`src/rtl/ifu_fetch_pkg.sv`:
```
// ifu_fetch_pkg: shared reset PC default and fetch FSM encodings for the fetch stage
package ifu_fetch_pkg;
  localparam logic [31:0] RESET_PC_DEF = 32'h1c00_0000;
  typedef enum logic [1:0] {IF_IDLE = 2'd0, IF_REQ = 2'd1, IF_WAIT = 2'd2} if_state_t;
endpackage

```
`src/rtl/ifu_fetch_if.sv`:
```
// ifu_fetch_if: decode-side handshake/redirect signals and inst-SRAM bus; master = fetch stage, slave = decode+SRAM
interface ifu_fetch_if;
  logic        br_taken;
  logic [31:0] br_target;
  logic        br_stall;
  logic        i_id_ready;
  logic        if_to_id_valid;
  logic [31:0] if_to_id_pc;
  logic [31:0] if_to_id_inst;
  logic        inst_sram_req;
  logic [31:0] inst_sram_addr;
  logic        inst_sram_addr_ok;
  logic        inst_sram_data_ok;
  logic [31:0] inst_sram_rdata;
  modport master (
    input  br_taken, br_target, br_stall, i_id_ready,
    input  inst_sram_addr_ok, inst_sram_data_ok, inst_sram_rdata,
    output if_to_id_valid, if_to_id_pc, if_to_id_inst, inst_sram_req, inst_sram_addr
  );
  modport slave (
    output br_taken, br_target, br_stall, i_id_ready,
    output inst_sram_addr_ok, inst_sram_data_ok, inst_sram_rdata,
    input  if_to_id_valid, if_to_id_pc, if_to_id_inst, inst_sram_req, inst_sram_addr
  );
endinterface

```
`src/rtl/ifu_fetch_out_buf.sv`:
```
// ifu_fetch_out_buf: 1-entry pc/inst buffer toward decode; ports load/flush/pop in, valid/pc/inst out (flush wins)
module ifu_fetch_out_buf (
  input  logic        clk,
  input  logic        rst,
  input  logic        load,
  input  logic        flush,
  input  logic        pop,
  input  logic [31:0] pc_in,
  input  logic [31:0] inst_in,
  output logic        valid,
  output logic [31:0] pc,
  output logic [31:0] inst
);
  always_ff @(posedge clk or posedge rst)
    if (rst) begin
      valid <= 1'b0;
      pc    <= '0;
      inst  <= '0;
    end else begin
      valid <= flush ? 1'b0 : load ? 1'b1 : pop ? 1'b0 : valid;
      if (load && !flush) begin
        pc   <= pc_in;
        inst <= inst_in;
      end
    end
endmodule

```
`src/rtl/ifu_fetch.sv`:
```
// ifu_fetch: fetch stage; clk/rst plus bus (redirect/stall/ready from decode, inst-SRAM req/addr/ok/rdata, buffered pc/inst to decode)
module ifu_fetch
  import ifu_fetch_pkg::*;
#(
  parameter logic [31:0] RESET_PC = RESET_PC_DEF
) (
  input logic         clk,
  input logic         rst,
  ifu_fetch_if.master bus
);
  if_state_t   state, state_nx;
  logic [31:0] fetch_pc, req_pc;
  logic        discard, cancel;
  logic        xfer, slot_free, accept, resp, load;
  assign xfer      = bus.if_to_id_valid & bus.i_id_ready;
  assign slot_free = !bus.if_to_id_valid | xfer;
  assign accept    = (state == IF_REQ) & bus.inst_sram_addr_ok;
  assign resp      = (state == IF_WAIT) & bus.inst_sram_data_ok;
  assign load      = resp & !discard & !bus.br_taken;
  always_ff @(posedge clk or posedge rst)
    if (rst) state <= IF_IDLE;
    else     state <= state_nx;
  always_comb
    state_nx = state == IF_IDLE ? ((slot_free && !bus.br_stall && !bus.br_taken) ? IF_REQ : IF_IDLE)
             : state == IF_REQ  ? (accept ? IF_WAIT : IF_REQ)
             : state == IF_WAIT ? (resp ? IF_IDLE : IF_WAIT)
             : IF_IDLE;
  always_comb begin
    bus.inst_sram_req  = state == IF_REQ;
    bus.inst_sram_addr = state == IF_REQ ? req_pc : '0;
  end
  always_ff @(posedge clk or posedge rst)
    if (rst) begin
      fetch_pc <= RESET_PC;
      req_pc   <= '0;
      discard  <= 1'b0;
      cancel   <= 1'b0;
    end else begin
      // req_pc is latched when the request is issued so the address stays put even if fetch_pc is redirected
      if (state == IF_IDLE && state_nx == IF_REQ) req_pc <= fetch_pc;
      if (bus.br_taken) fetch_pc <= bus.br_target;
      else if (accept && !cancel) fetch_pc <= req_pc + 32'd4;
      cancel  <= (state == IF_REQ) & !accept & (cancel | bus.br_taken);
      discard <= accept ? (cancel | bus.br_taken)
               : resp   ? 1'b0
               : discard | ((state == IF_WAIT) & bus.br_taken);
    end
  ifu_fetch_out_buf u_buf (
    .clk    (clk),
    .rst    (rst),
    .load   (load),
    .flush  (bus.br_taken),
    .pop    (xfer),
    .pc_in  (req_pc),
    .inst_in(bus.inst_sram_rdata),
    .valid  (bus.if_to_id_valid),
    .pc     (bus.if_to_id_pc),
    .inst   (bus.if_to_id_inst)
  );
endmodule
```
`src/flat_wrapper.sv`:
```
// flat-port wrapper written by rule: the top's interface ports become plain ports
module ifu_fetch_flat import ifu_fetch_pkg::*;
#(
  parameter logic [31:0] RESET_PC = RESET_PC_DEF
)
  (clk, rst, bus_br_taken, bus_br_target, bus_br_stall, bus_i_id_ready, bus_inst_sram_addr_ok, bus_inst_sram_data_ok, bus_inst_sram_rdata, bus_if_to_id_valid, bus_if_to_id_pc, bus_if_to_id_inst, bus_inst_sram_req, bus_inst_sram_addr);
  ifu_fetch_if bus_i ();
  input logic clk;
  input logic rst;
  input wire logic [$bits(bus_i.br_taken)-1:0] bus_br_taken;
  input wire logic [$bits(bus_i.br_target)-1:0] bus_br_target;
  input wire logic [$bits(bus_i.br_stall)-1:0] bus_br_stall;
  input wire logic [$bits(bus_i.i_id_ready)-1:0] bus_i_id_ready;
  input wire logic [$bits(bus_i.inst_sram_addr_ok)-1:0] bus_inst_sram_addr_ok;
  input wire logic [$bits(bus_i.inst_sram_data_ok)-1:0] bus_inst_sram_data_ok;
  input wire logic [$bits(bus_i.inst_sram_rdata)-1:0] bus_inst_sram_rdata;
  output wire logic [$bits(bus_i.if_to_id_valid)-1:0] bus_if_to_id_valid;
  output wire logic [$bits(bus_i.if_to_id_pc)-1:0] bus_if_to_id_pc;
  output wire logic [$bits(bus_i.if_to_id_inst)-1:0] bus_if_to_id_inst;
  output wire logic [$bits(bus_i.inst_sram_req)-1:0] bus_inst_sram_req;
  output wire logic [$bits(bus_i.inst_sram_addr)-1:0] bus_inst_sram_addr;
  assign bus_i.br_taken = bus_br_taken;
  assign bus_i.br_target = bus_br_target;
  assign bus_i.br_stall = bus_br_stall;
  assign bus_i.i_id_ready = bus_i_id_ready;
  assign bus_i.inst_sram_addr_ok = bus_inst_sram_addr_ok;
  assign bus_i.inst_sram_data_ok = bus_inst_sram_data_ok;
  assign bus_i.inst_sram_rdata = bus_inst_sram_rdata;
  assign bus_if_to_id_valid = bus_i.if_to_id_valid;
  assign bus_if_to_id_pc = bus_i.if_to_id_pc;
  assign bus_if_to_id_inst = bus_i.if_to_id_inst;
  assign bus_inst_sram_req = bus_i.inst_sram_req;
  assign bus_inst_sram_addr = bus_i.inst_sram_addr;
  ifu_fetch #(.RESET_PC(RESET_PC)) u_core (.clk(clk), .rst(rst), .bus(bus_i));
endmodule
```
`config.mk`:
```
export PLATFORM = sky130hd
export DESIGN_NAME = ifu_fetch_flat
export DESIGN_NICKNAME = d
export VERILOG_FILES = /design/src/rtl/ifu_fetch_pkg.sv /design/src/rtl/ifu_fetch_if.sv /design/src/rtl/ifu_fetch_out_buf.sv /design/src/rtl/ifu_fetch.sv /design/src/flat_wrapper.sv
export SDC_FILE = /design/constraint.sdc
export NUM_CORES = 1
export LEC_CHECK = 0
export ABC_AREA = 1
export BUFFER_PORTS_ARGS = -buffer_cell sky130_fd_sc_hd__buf_2
export CORE_MARGIN = 2
export CORE_UTILIZATION = 57
export CTS_CLUSTER_SIZE = 10
export DETAILED_ROUTE_END_ITERATION = 8
export PLACE_DENSITY = 0.86
export SYNTH_ARGS = -nofsm -noshare
export SYNTH_HDL_FRONTEND = slang
export SYNTH_SLANG_ARGS = --single-unit
```
`constraint.sdc`:
```
create_clock -name clk -period 9.7 [get_ports clk]
set_input_delay 1.455 -clock clk [delete_from_list [all_inputs] [get_ports clk]]
set_output_delay 1.455 -clock clk [all_outputs]
set_load 0.02 [all_outputs]
```
# Word level (Yosys, flattened, before mapping)
# Cells that the tools add are included.
op_classes:
  bitwise_logic: 11
  n_mux: 14
  n_reduce_logical: 14
  addsub: 1
  n_eq_ne: 3
op_table:
  columns: ["operator", "count"]
  rows:
  - ["$mux W32", 3]
  - ["$add A32 B3 Y32 const B", 1]
  - ["$mux W2", 5]
  - ["$and A1 B1 Y1", 8]
  - ["$logic_not A1 Y1", 6]
  - ["$mux W1", 6]
  - ["$logic_and A1 B1 Y1", 5]
  - ["$eq A2 B1 Y1 const B", 2]
  - ["$or A1 B1 Y1", 3]
  - ["$reduce_bool A3 Y1", 1]
  - ["$eq A2 B2 Y1 const B", 1]
  - ["$logic_not A2 Y1", 1]
  - ["$reduce_bool A2 Y1", 1]
totals:
  inputBits: 71
  ff_bits: 133
  elab_cells: 51
  output_inout_bits: 98

# Longest topological paths before layout
# Gate-level depths: netlist (run 1).
logic_depth:
  ltp_word: 8
  ltp_mapped: 10
  mapped_depth_nobuf: 10

# Hierarchy
# Synthesis (run 1) repeated with hierarchy kept, for this count alone.
hier_totals:
  cells_unflattened: 827
  hier_area_um2: 6495.0
by_module_without_submodules:
  columns: ["mod", "area_per_inst_um2", "seq_area_each_um2", "cells_per_inst", "instances"]
  rows:
  - ["ifu_fetch", 3877.5, 1705.4, 543, 1]
  - ["ifu_fetch_out_buf", 2617.5, 1626.6, 284, 1]

# Least setup slack after synthesis (run 1)
# OpenSTA, ideal clock, no wires.
synth_path:
  path_type: "flip-flop to output port"
  startpoint: "register u_core.state[1]"
  endpoint: "output bus_inst_sram_addr[10]"
  path_buffers: 1
  t_required_ns: 8.245
  slack_ns: 7.152
  arrival_ns: 1.093
  path_stages_with_launch: 5
  path_cell_list: "dfrtp_1 -> inv_1 -> nand2_2 -> buf_1 -> nor2_1"
synth_via:
  elab_chain_cells: 2
synth_rtl:
  columns: ["item", "line", "rtl"]
  rows:
  - ["start: declaration", "ifu_fetch.sv:11", "if_state_t state, state_nx;"]
  - ["start signal: assignment", "ifu_fetch.sv:22", "else state <= state_nx;"]
  - ["$eq A2 B1 Y1", "ifu_fetch.sv:30", "bus.inst_sram_addr = state == IF_REQ ? req_pc : '0;"]
  - ["$mux W32", "ifu_fetch.sv:30", null]
  - ["end: declaration", "flat_wrapper.sv:21", "output wire logic [$bits(bus_i.inst_sram_addr)-1:0] bus_inst_sram_addr;"]
# No other way between the ends.

# Worst setup path in the final report (run 1)
layout_path:
  startpoint: "register u_core.state[1]"
  endpoint: "output bus_inst_sram_addr[14]"
# The elaborated chain is that of the path after synthesis.

==> results.txt, run 1 <==
- Status: completed
- Number of antenna violations at the first check in global routing: 0
* Headroom to the max-slew limit: 0.1971
* Syn Inst Count: just over 700
* YS warnings: 0
- For this design the ratio of total power to cell area is 302.0 nW/um^2.
* Count of buffers inserted at the top-level ports: about 170
- Post-CTS repair changed the size of 0 cells.
- Placed wire-length estimate after detailed placement: ~11000 um
- Area of the die: around 12000 um^2
* Commonest non-fill, non-tap cells in the layout: 179 x sky130_fd_sc_hd__nand2_1, 168 x sky130_fd_sc_hd__buf_2, 130 x sky130_fd_sc_hd__dfrtp_1, 98 x sky130_fd_sc_hd__nor2_1, 63 x sky130_fd_sc_hd__inv_1
- The final count of pins violating max slew is 0.
- Leaving out fill and tap cells, the most frequent cell in the layout is sky130_fd_sc_hd__nand2_1.
- Clock latency of the later-clocked register in the worst-skew pair: 0.53 ns
- Total routing usage reported by global routing: 0.2889
* Number of nets produced by synthesis: roughly 780
- X dimension of the die: 108.3 um
- Hold-fix buffers, CTS: 0
- Across the routed clock network, the largest skew measured is approximately 0.0083 ns.
- After the first detailed-routing iteration, the DRC count stood at between 500 and 600.
* CP Data Required Time: 8.25 ns
- In this design, the stage delay of the slowest critical-path cell is between 0.4 and 0.5 ns.
- Clk root buf: sky130_fd_sc_hd__clkbuf_8
- The critical path is of the flip-flop to primary output type.
* Kind of end point of the critical path: primary output
- Origin of the critical flop-to-flop path: u_core.state[1]$_DFF_PP0_
- Via count of the first global-routing pass: 5198
* Peak supply drop: 0.1693 mV
- Compound-cell area share of the yosys netlist: 0.08972
* Number of failing hold endpoints at the final stage: 0
- After synthesis, the largest family of logic cells by area is simple AND/OR/NAND/NOR gates.
* Post-synthesis simple-gate area fraction: 0.2304
* TritonCTS clock tree: yes
- Measured in cells, the most critical reg-to-reg path has a length of 7.
- Sequential fraction of the synthesis area: 0.5369
* Cell-by-cell trace of the critical path: inv_1 > nand2_2 > nor2_1 > buf_2
- Of the available clock period, the critical path in the final layout requires 0.3588.
- Sink count of the clock tree: about 130
* Xor-xnor portion of the synthesized cell area: 0.01270
* CTS H-Tree Depth: 4
- For this run, design rule violations remaining after detail routing come to 0.
- The worst hold path belongs to the class flip-flop to flip-flop.
* Core Rows: 38
- Worst-path fanout max: 34
- The average instance in the mapped netlist occupies 8.716 um^2.
* Detailed-route wire length per cell: around 16 um
- The biggest area contributor in the post-synthesis netlist is sky130_fd_sc_hd__dfrtp_1.
* Endpoint, Worst Hold: u_core.u_buf.pc[3]$_DFFE_PP0P_
- After synthesis, the netlist uses 36 different library cells.
- Across all layers, the routed design uses 5464 vias.
- Entering global routing, the biggest net connects 98 pins.
- Count of state elements after synthesis: between 100 and 150
- After layout, the worst setup slack is between 6 and 7 ns.
- The startpoint identified for the worst hold timing path is u_core.u_buf.pc[3]$_DFFE_PP0P_.
- STA classifies the critical path startpoint as a flip-flop.
- Setup repair after global routing left no endpoint under its margin.
- For flop-to-flop paths, the worst setup slack is between 7 and 8 ns.
- Once the clock tree was built, the setup fixing pass inserted 0 buffers.
* Number of nets in the final layout: between 900 and 1000
* Total inserted antenna cells: 0
- roughly 170 I/O pins were placed.
- Clock slew seen by the registers of the worst setup and hold paths: approximately 0.060 ns
- Subtracting the final worst setup slack from the clock period gives roughly 3.5 ns.
- The pre-antenna-repair detailed-routing pass consisted of 6 iterations.
* Area of the mapped netlist: around 6200 um^2
- Area share of the largest cell type after synthesis: 0.5242
- Yosys attributes the largest share of cell area to sky130_fd_sc_hd__dfrtp_1 52%, sky130_fd_sc_hd__nand2_1 11%, sky130_fd_sc_hd__nor2_1 5.9%, sky130_fd_sc_hd__inv_1 3.9%, sky130_fd_sc_hd__o21ai_0 3.6%.
- For this configuration, the core starts out at a cell density of 0.5776.
* Hold depth: 2
- The final layout contains routed wiring with a total length of ~17000 um.
* Max-Cap Viols: 0
* RePlAce Congestion: around 0.96
* Grt ovf: 0
- The worst register-to-register path ends at u_core.fetch_pc[14]$_DFFE_PP0P_.
* Syn-to-layout area delta: 23.67%
- The largest individual stage delay along the critical path comes from the cell sky130_fd_sc_hd__nand2_2.
* Max Buffers Root-to-Sink: 2
- Post-DR vias/cell: roughly 5.3
- At the worst endpoint, the arrival time is between 2 and 2.5 ns.
- Total negative slack: 0 ns
* Adder-cell area share of the yosys netlist: 0.002016
* Maximum frequency from static timing analysis: 287.3 MHz
* Multiplexer share of the synthesized area: 0.05806
* Wire length of the first global-routing pass: 25800 um
- Timing analysis after detailed placement gives a worst setup slack of 6.113 ns.
* Die Height: roughly 110 um
- Buffers inserted during clock tree synthesis total 17.
* Leakage: 4.064 nW
* Transition at the pin with the smallest max-transition slack: around 1.2 ns
- Total core area: approximately 11000 um^2
- Layout cells sized above 1: 0.2794
* Final setup vio count: 0
* Antenna Violating Nets Remaining: 0
## through the flow
stage | power, mW | area (um^2) | hold WS, ns | std cells | util
after floorplan | 1.376 | 6206 | 0.4475 | 712 | -
after global placement | 1.614 | 7061 | 0.4580 | 992 | 0.6571
after detailed placement | 1.646 | 7061 | 0.4661 | 992 | 0.6571
after CTS | 2.317 | 7675 | 0.4829 | 1024 | 0.7143
after global routing | 2.443 | 7675 | 0.4937 | 1024 | 0.7143
final | 2.318 | 7675 | 0.4788 | 1024 | 0.7143
## cell families after synthesis
group	Yosys count
AND/OR/NAND/NOR	339
flip-flops	133
AO/OA/AOI/OAI	101
buffers and inverters	97
multiplexers	32
XOR/XNOR	9
adder cells (fa/ha/maj)	1
## registers in the layout (all words and copies together), names as in the netlist
name / cells
u_core.cancel: 1
u_core.discard: 1
u_core.u_buf.pc: 32
u_core.fetch_pc: 32
u_core.u_buf.inst: 32
u_core.u_buf.valid: 1
u_core.req_pc: 32
u_core.state: 2
## worst max-delay path by stage
stage | start | end | slack, ns
after floorplan | rst | u_core.cancel$_DFF_PP0_ | 4.70
after global placement | bus_br_taken | u_core.u_buf.inst[8]$_DFFE_PP0P_ | 6.14
after detailed placement | bus_br_taken | u_core.u_buf.inst[12]$_DFFE_PP0P_ | 6.11
after CTS | u_core.state[1]$_DFF_PP0_ | bus_inst_sram_addr[14] | 6.26
after global routing | u_core.state[1]$_DFF_PP0_ | bus_inst_sram_addr[11] | 6.11
final | u_core.state[1]$_DFF_PP0_ | bus_inst_sram_addr[14] | 6.22
## report_power, final
group | leakage [nW] | total, mW | internal, mW | switching, mW
logic | 2.12 | 0.775 | 0.254 | 0.521
registers | 1.65 | 0.881 | 0.747 | 0.134
clock network | 0.293 | 0.662 | 0.409 | 0.252
total | 4.06 | 2.32 | 1.41 | 0.908
## area by class of cell
class | instances | area [um^2]
Timing Repair Buffer | 170 | 855.8
Fill cell | 787 | 3070
Inverter | 67 | 256.5
Clock inverter | 13 | 172.7
Multi-Input combinational cell | 482 | 2441
Clock buffer | 19 | 441.7
Tap cell | 140 | 175.2
Sequential cell | 133 | 3332
## synthesized netlist by cell type, drive strengths merged
cell / count
a21oi: 24
a31oi: 1
and2: 1
and3: 1
buf: 23
clkbuf: 7
dfrtp: 130
dfstp: 3
ha: 1
inv: 67
mux2: 32
nand2: 185
nand3: 38
nand4: 1
nor2: 109
nor3: 2
nor4: 2
o211ai: 6
o21ai: 60
o21bai: 5
o221ai: 2
o22ai: 3
xnor2: 1
xor2: 8
## worst max-delay path: cells and delay by family (launching register included)
kind | cells | cell delay (ns)
AND/OR/NAND/NOR | 2 | 0.76
flip-flops | 1 | 0.37
buffers and inverters | 2 | 0.35
## layer usage
metal	routed length, um	vias up	global-route usage
met5	0	-	0
met4	373	0	0.1172
met3	1368	32	0.05907
met2	8020	271	0.4757
met1	6765	2574	0.3761
li1	-	2587	-
Power figures use the tool's default switching activity.
==> run 2: changes to the inputs <==
Settings changed: CORE_UTILIZATION 57 to 48, PLACE_DENSITY 0.86 to 0.77.
Clock period 9.7 ns to 3.2 ns, I/O delays scaled along.
==> results.txt, run 2 (synthesized netlist as in run 1, its figures left out) <==
- Total routing usage reported by global routing: 0.2371 (-0.05180)
* Count of buffers inserted at the top-level ports: 168 (unchanged)
- The total power was 6.921 mW (+200%).
* Post-DR vias/cell: 5.051 (-5.3%)
- TritonCTS clock tree: yes
- The fraction of final layout cells with drive strength greater than 1 was 0.2807 (+0.001310).
- The clock latency on the worst-skew pair came to 0.42 ns (-0.11 ns).
- Placement-stage cell area: 7137 um^2 (+1.1%)
- First-pass detailed-route iteration total: 6 (unchanged)
- The count of pins on the block boundary was 169 (unchanged).
* Clock slew seen by the registers of the worst setup and hold paths: 0.06 ns (about the same)
- DRC violation count after routing: 0 (unchanged)
- The final clock skew came to 0.01174 ns (+0.003400 ns).
- The post-CTS setup buffer count is 0 (unchanged).
- The data required time at the worst endpoint came to 2.72 ns (-5.53 ns).
- The final worst-path setup slack came to 1.089 ns (-5.131 ns).
- Drt total wl: 15920 um (-3.7%)
- Peak supply drop: 0.3763 mV (+120%)
- Total inserted antenna cells: 0 (unchanged)
- The min-delay analysis places its worst path in the category input port to async pin.
* Crit path buffers/inverters: 3 (+1)
- The worst setup path is launched from a flip-flop.
- Number of failing hold endpoints at the final stage: 0 (unchanged)
* Status: completed
- The placement row count is 41 (+7.9%).
* RSZ-0062 raised after global routing: no
* Sink count of the clock tree: 133 (unchanged)
- The areal power density over the cells is 895.0 nW/um^2 (+200%).
- Fraction of the cycle the final worst path needs: 0.6598
* Number of nets in the final layout: 946 (+0.32%)
- Largest net degree at the start of global routing: 134 (+37%)
- The number of H-tree levels is 4 (unchanged).
- The maximum fanout along the worst path was 33 (-2.9%).
- Transition at the pin with the smallest max-transition slack: 0.9747 ns (-0.2254 ns)
- Non-filler instance count after layout: 1059 (+3.4%)
* Fill cell total of the finished layout: 1105 (+40%)
* Final design area excluding fillers: 7732 um^2 (+0.75%)
- Max-Cap Viols: 0 (unchanged)
- The kind of cell with the highest combined delay along the critical path is buffers and inverters.
- CTS buffer count: 17 (unchanged)
- Commonest non-fill, non-tap cells in the layout: 179 x sky130_fd_sc_hd__nand2_1, 168 x sky130_fd_sc_hd__buf_2, 130 x sky130_fd_sc_hd__dfrtp_1, 98 x sky130_fd_sc_hd__nor2_1, 63 x sky130_fd_sc_hd__inv_1
- The tree is rooted in a sky130_fd_sc_hd__clkbuf_16.
- Total core area: 12620 um^2 (+17%)
* Effective utilization at floorplan: 0.4918 (-0.08578)
- The critical path is of the flip-flop to primary output type.
- Walking the worst path, the cells encountered are inv_1 > nand2_2 > buf_4 > nor2_1 > buf_2.
- The final count of pins violating max slew came to 0 (unchanged).
* Number of vias after detailed routing: 5349 (-2.1%)
- DR iter-0 viols: 474 (-7.1%)
* Number of placed instances with taps included: 1027 (+3.5%)
- Hold-fix buffers, CTS: 0 (unchanged)
- Leakage: 4.074 nW (+0.25%)
* Number of gates given a new drive strength after cts: 0 (unchanged)
- Detailed-route wire length per cell: 15.03 um (-6.9%)
- The vertical die dimension was 117.7 um (+8.6%).
* Largest stage delay on the critical path: 0.37 ns (-0.08 ns)
- Slowest library cell on the worst path: sky130_fd_sc_hd__dfrtp_1
* Headroom to the max-slew limit: 0.3502 (+0.1531)
* X dimension of the die: 117.7 um (+8.6%)
- The final total negative setup slack came to 0 ns (unchanged).
- Placed wire-length estimate after detailed placement: 11100 um (-1.9%)
- RePlAce Congestion: 0.9505 (-0.93%)
* Worst-case setup slack after placement: 0.8694 ns (-5.244 ns)
- STA classifies the critical path endpoint as a primary output.
- Maximum frequency from static timing analysis: around 470 MHz
- The initial antenna violation count came to 0 (unchanged).
- The number of global-route vias before repair came to 5243 (+0.87%).
- Antenna Violating Nets Remaining: 0 (unchanged)
- Area of the die: 13850 um^2 (+18%)
* Min cycle time layout: roughly 2.1 ns
- Arrival time at the worst endpoint: 1.63 ns (-0.40 ns)
- Grt ovf: 0 (unchanged)
- The global-route wire length before repair came to 26180 um (+1.5%).
* Final setup vio count: 0 (unchanged)
- Leaving out fill and tap cells, the most frequent cell in the layout is sky130_fd_sc_hd__nand2_1.
- The area growth from synthesis to layout is 24.60%.
* Max Buffers Root-to-Sink: 2 (unchanged)
-- run 2: tightest hold or removal path, stage by stage --
cell and delay [ns]:
sky130_fd_sc_hd__buf_2 0.11, sky130_fd_sc_hd__clkinvlp_4 0.07, sky130_fd_sc_hd__buf_12 0.47
-- run 2: stage by stage --
step | hold slack (ns) | util
floorplan | 0.4475 | -
CTS | 0.2640 | 0.6127
global route | 0.2662 | 0.6127
global placement | 0.4599 | 0.5655
finish | 0.2270 | 0.6127
detailed placement | 0.4655 | 0.5655
-- run 2: power by group --
group          leakage (nW)  switching [mW]  internal [mW]  total, mW
registers              1.65           0.385           2.26       2.65
clock network         0.289           0.725           1.21       1.93
logic                  2.13            1.56          0.775       2.34
total                  4.07            2.67           4.25       6.92
-- run 2: final timing paths --
check	start	end	slack (ns)	depth (start not counted)
worst max-delay path	u_core.state[1]$_DFF_PP0_	bus_inst_sram_addr[13]	1.09	5
worst min-delay path	rst	u_core.u_buf.inst[23]$_DFFE_PP0P_	0.23	3
worst max register to register	u_core.state[1]$_DFF_PP0_	u_core.u_buf.inst[12]$_DFFE_PP0P_	1.26	5
worst min register to register	u_core.u_buf.pc[18]$_DFFE_PP0P_	u_core.u_buf.pc[18]$_DFFE_PP0P_	0.48	2
max in group asynchronous	rst	u_core.u_buf.pc[11]$_DFFE_PP0P_	2.38	3
min in group clk	bus_inst_sram_rdata[1]	u_core.u_buf.inst[1]$_DFFE_PP0P_	0.27	2
-- run 2: final cells by class --
type	count	area, um^2	area share
Sequential cell	133	3332	0.4309
Multi-Input combinational cell	482	2441	0.3157
Clock buffer	21	470.5	0.06084
Clock inverter	11	125.1	0.01618
Tap cell	172	215.2	0.02783
Inverter	67	257.7	0.03333
Timing Repair Buffer	173	890.9	0.1152
-- run 2: routing by layer --
| layer | track usage | wire [um] |
|---|---|---|
| met4 | 0.08961 | 337 |
| met5 | 0 | 0 |
| met3 | 0.05523 | 1000 |
| met1 | 0.3301 | 7374 |
| met2 | 0.3626 | 7204 |
==> run 3: changes to the inputs <==
Settings changed: CORE_UTILIZATION 48 to 53, PLACE_DENSITY 0.77 to 0.81.
Clock period 3.2 ns to 2.05 ns, I/O delays scaled along.
==> results.txt, run 3 (synthesized netlist as in run 1, its figures left out) <==
* Status: completed
- The final count of pins violating max slew is 0 (unchanged).
- The minimum setup slack after placement is 0.3796 ns (-0.4898 ns).
- Static timing analysis puts the maximum clock frequency at between 500 and 600 MHz.
- The global-route wire length before repair is 26080 um (-0.37%).
* Most frequent standard cell in the layout excluding fill and tap cells: sky130_fd_sc_hd__nand2_1
* Nature of the critical path startpoint: flip-flop
- Fill cell total of the finished layout: 917 (-17%)
* Number of nets in the final layout: 950 (+0.42%)
- Commonest non-fill, non-tap cells in the layout: 179 x sky130_fd_sc_hd__nand2_1, 168 x sky130_fd_sc_hd__buf_2, 130 x sky130_fd_sc_hd__dfrtp_1, 98 x sky130_fd_sc_hd__nor2_1, 63 x sky130_fd_sc_hd__inv_1
- Total negative slack: 0 ns (unchanged)
- The vertical die dimension was 112.2 um (-4.7%).
- The area of placed instances was 7161 um^2 (+0.33%).
- Kind of end point of the critical path: primary output
* CTS H-Tree Depth: 4 (unchanged)
- The normalized max-slew margin is 0.5621 (+0.2119).
* Total inserted antenna cells: 0 (unchanged)
- The post-CTS setup buffer count came to 0 (unchanged).
- Startpoint of the most critical setup path: u_core.state[1]$_DFF_PP0_
- Area of the die: 12590 um^2 (-9.1%)
- Largest net degree at the start of global routing: 72 (-46%)
* Antenna Violating Nets Remaining: 0 (unchanged)
- TritonCTS clock tree: yes
- The final worst-path setup slack is 0.06489 ns (-1.024 ns).
- Sink count of the clock tree: 133 (unchanged)
- The quantity of gates resized following cts is 0 (unchanged).
* Number of antenna violations at the first check in global routing: 0 (unchanged)
* Category of the critical setup timing path: flip-flop to primary output
- DRC violation count after routing: 0 (unchanged)
- Peak supply drop: 0.9371 mV (+150%)
* Effective utilization at floorplan: 0.5435 (+0.05173)
- Final setup vio count: 0 (unchanged)
- The via count of the routed design came to 5409 (+1.1%).
- The standard cell core area came to 11420 um^2 (-9.5%).
- The count of max-cap constraint violations is 0 (unchanged).
* Layout cells sized above 1: 0.2820 (+0.001301)
- Via count of the first global-routing pass: 5286 (+0.82%)
- The largest buffer count on any clock path is 2 (unchanged).
- The total overflow reported by the global router was 0 (unchanged).
- The count of pins on the block boundary was 169 (unchanged).
- The number of violations reported at the end of detailed-routing iteration 0 came to 496 (+4.6%).
- Clock tree synthesis selected as its root buffer the cell sky130_fd_sc_hd__clkbuf_16.
* Core Rows: 39 (-4.9%)
* Register area: 3332 um^2 (unchanged)
* CP Data Required Time: 1.74 ns (-0.98 ns)
- The global placement routability congestion was 0.9549 (+0.46%).
- Number of failing hold endpoints at the final stage: 0 (unchanged)
- Post-layout util: 0.6814 (+0.06862)
- CTS buffer count: 17 (unchanged)
* Leakage: 4.108 nW (+0.83%)
- The actual transition at the worst max-transition pin is 0.6568 ns (-0.3179 ns).
- The worst register-to-register path begins at u_core.req_pc[2]$_DFFE_PP0P_.
* Max Clock Skew: 0.009108 ns (-0.002628 ns)
- Worst min path class: input port to flip-flop
- The arrival time of data at the critical path endpoint came to 1.68 ns (+0.05 ns).
- RSZ-0062 raised after global routing: no
- Detailed-route wire length per cell: 15.43 um (+2.7%)
* Drt total wl: 15940 um (+0.17%)
- Total routing usage reported by global routing: 0.2612 (+0.02406)
* Ratio of total power to cell area: 1408 nW/um^2 (+57%)
- HP Start: bus_inst_sram_rdata[1]
- Count of buffers inserted at the top-level ports: 168 (unchanged)
* Clock latency of the later-clocked register in the worst-skew pair: 0.42 ns (about the same)
- The worst hold margin was 0.09378 ns (-0.1332 ns).
* First-pass detailed-route iteration total: 5 (-1)
* X dimension of the die: 112.2 um (-4.7%)
* Clock slew seen by the registers of the worst setup and hold paths: 0.06 ns (about the same)
- Final design area excluding fillers: 7780 um^2 (+0.61%)
* Multi-input gate area: 2441 um^2 (unchanged)
* Syn-to-layout area delta: 25.36%
* Min cycle time layout: roughly 2.0 ns
- Worst-path fanout max: 33 (unchanged)
* Fraction of the cycle the final worst path needs: 0.9683
- The detailed placer's ending HPWL came to 11180 um (+0.75%).
- Post-DR vias/cell: 5.236 (+3.7%)
[run 3: path summary, 6_finish.rpt]
path                                                           to  slack [ns]  depth (start not counted)
worst max register to register    u_core.fetch_pc[16]$_DFFE_PP0P_        0.36                          8
min in group asynchronous       u_core.u_buf.inst[25]$_DFFE_PP0P_        0.47                          3
max in group asynchronous         u_core.fetch_pc[27]$_DFFE_PP1P_        0.83                          4
worst min-delay path             u_core.u_buf.inst[1]$_DFFE_PP0P_        0.09                          2
worst max-delay path                       bus_inst_sram_addr[28]        0.06                          5
worst min register to register    u_core.fetch_pc[27]$_DFFE_PP1P_        0.47                          2
[run 3: power by group]
group          internal (mW)  switching, mW  leakage [nW]
registers               3.54          0.607          1.65
clock network           1.97           1.16         0.288
logic                   1.22           2.46          2.17
[run 3: routing by layer]
layer  vias to the layer above  GRT usage  share of wire
met5                         -          0              0
met4                         0     0.1130          0.029
met3                        37    0.04968          0.061
met2                       220     0.4197           0.47
met1                      2547     0.3498           0.44
li1                       2605          -              -
[run 3: through the flow]
stage	instances	total power, mW
finish	1033	10.96
global route	1033	11.57
CTS	1033	10.96
detailed placement	1001	7.792
global placement	1001	7.669
floorplan	712	6.513
[run 3: critical path, cell delays in order (launching register included)]
cell and delay [ns]:
sky130_fd_sc_hd__dfrtp_1 0.38, sky130_fd_sc_hd__inv_1 0.13, sky130_fd_sc_hd__nand2_2 0.09, sky130_fd_sc_hd__buf_4 0.24, sky130_fd_sc_hd__nor2_1 0.20, sky130_fd_sc_hd__buf_2 0.20
[run 3: final cells by class]
cell class | instances | share of cell area
clock buffers | 20 | 0.05870
clock inverters | 11 | 0.01962
inverters | 67 | 0.03313
multi-input cells | 482 | 0.3138
flip-flops and latches | 133 | 0.4283
well taps | 143 | 0.02300
repair buffers | 177 | 0.1235
[run 3: timing repair]
item,in CTS,in global routing
endpoints found under the setup margin,0,0
hold buffers,1,0
endpoints found under the hold margin,17,0
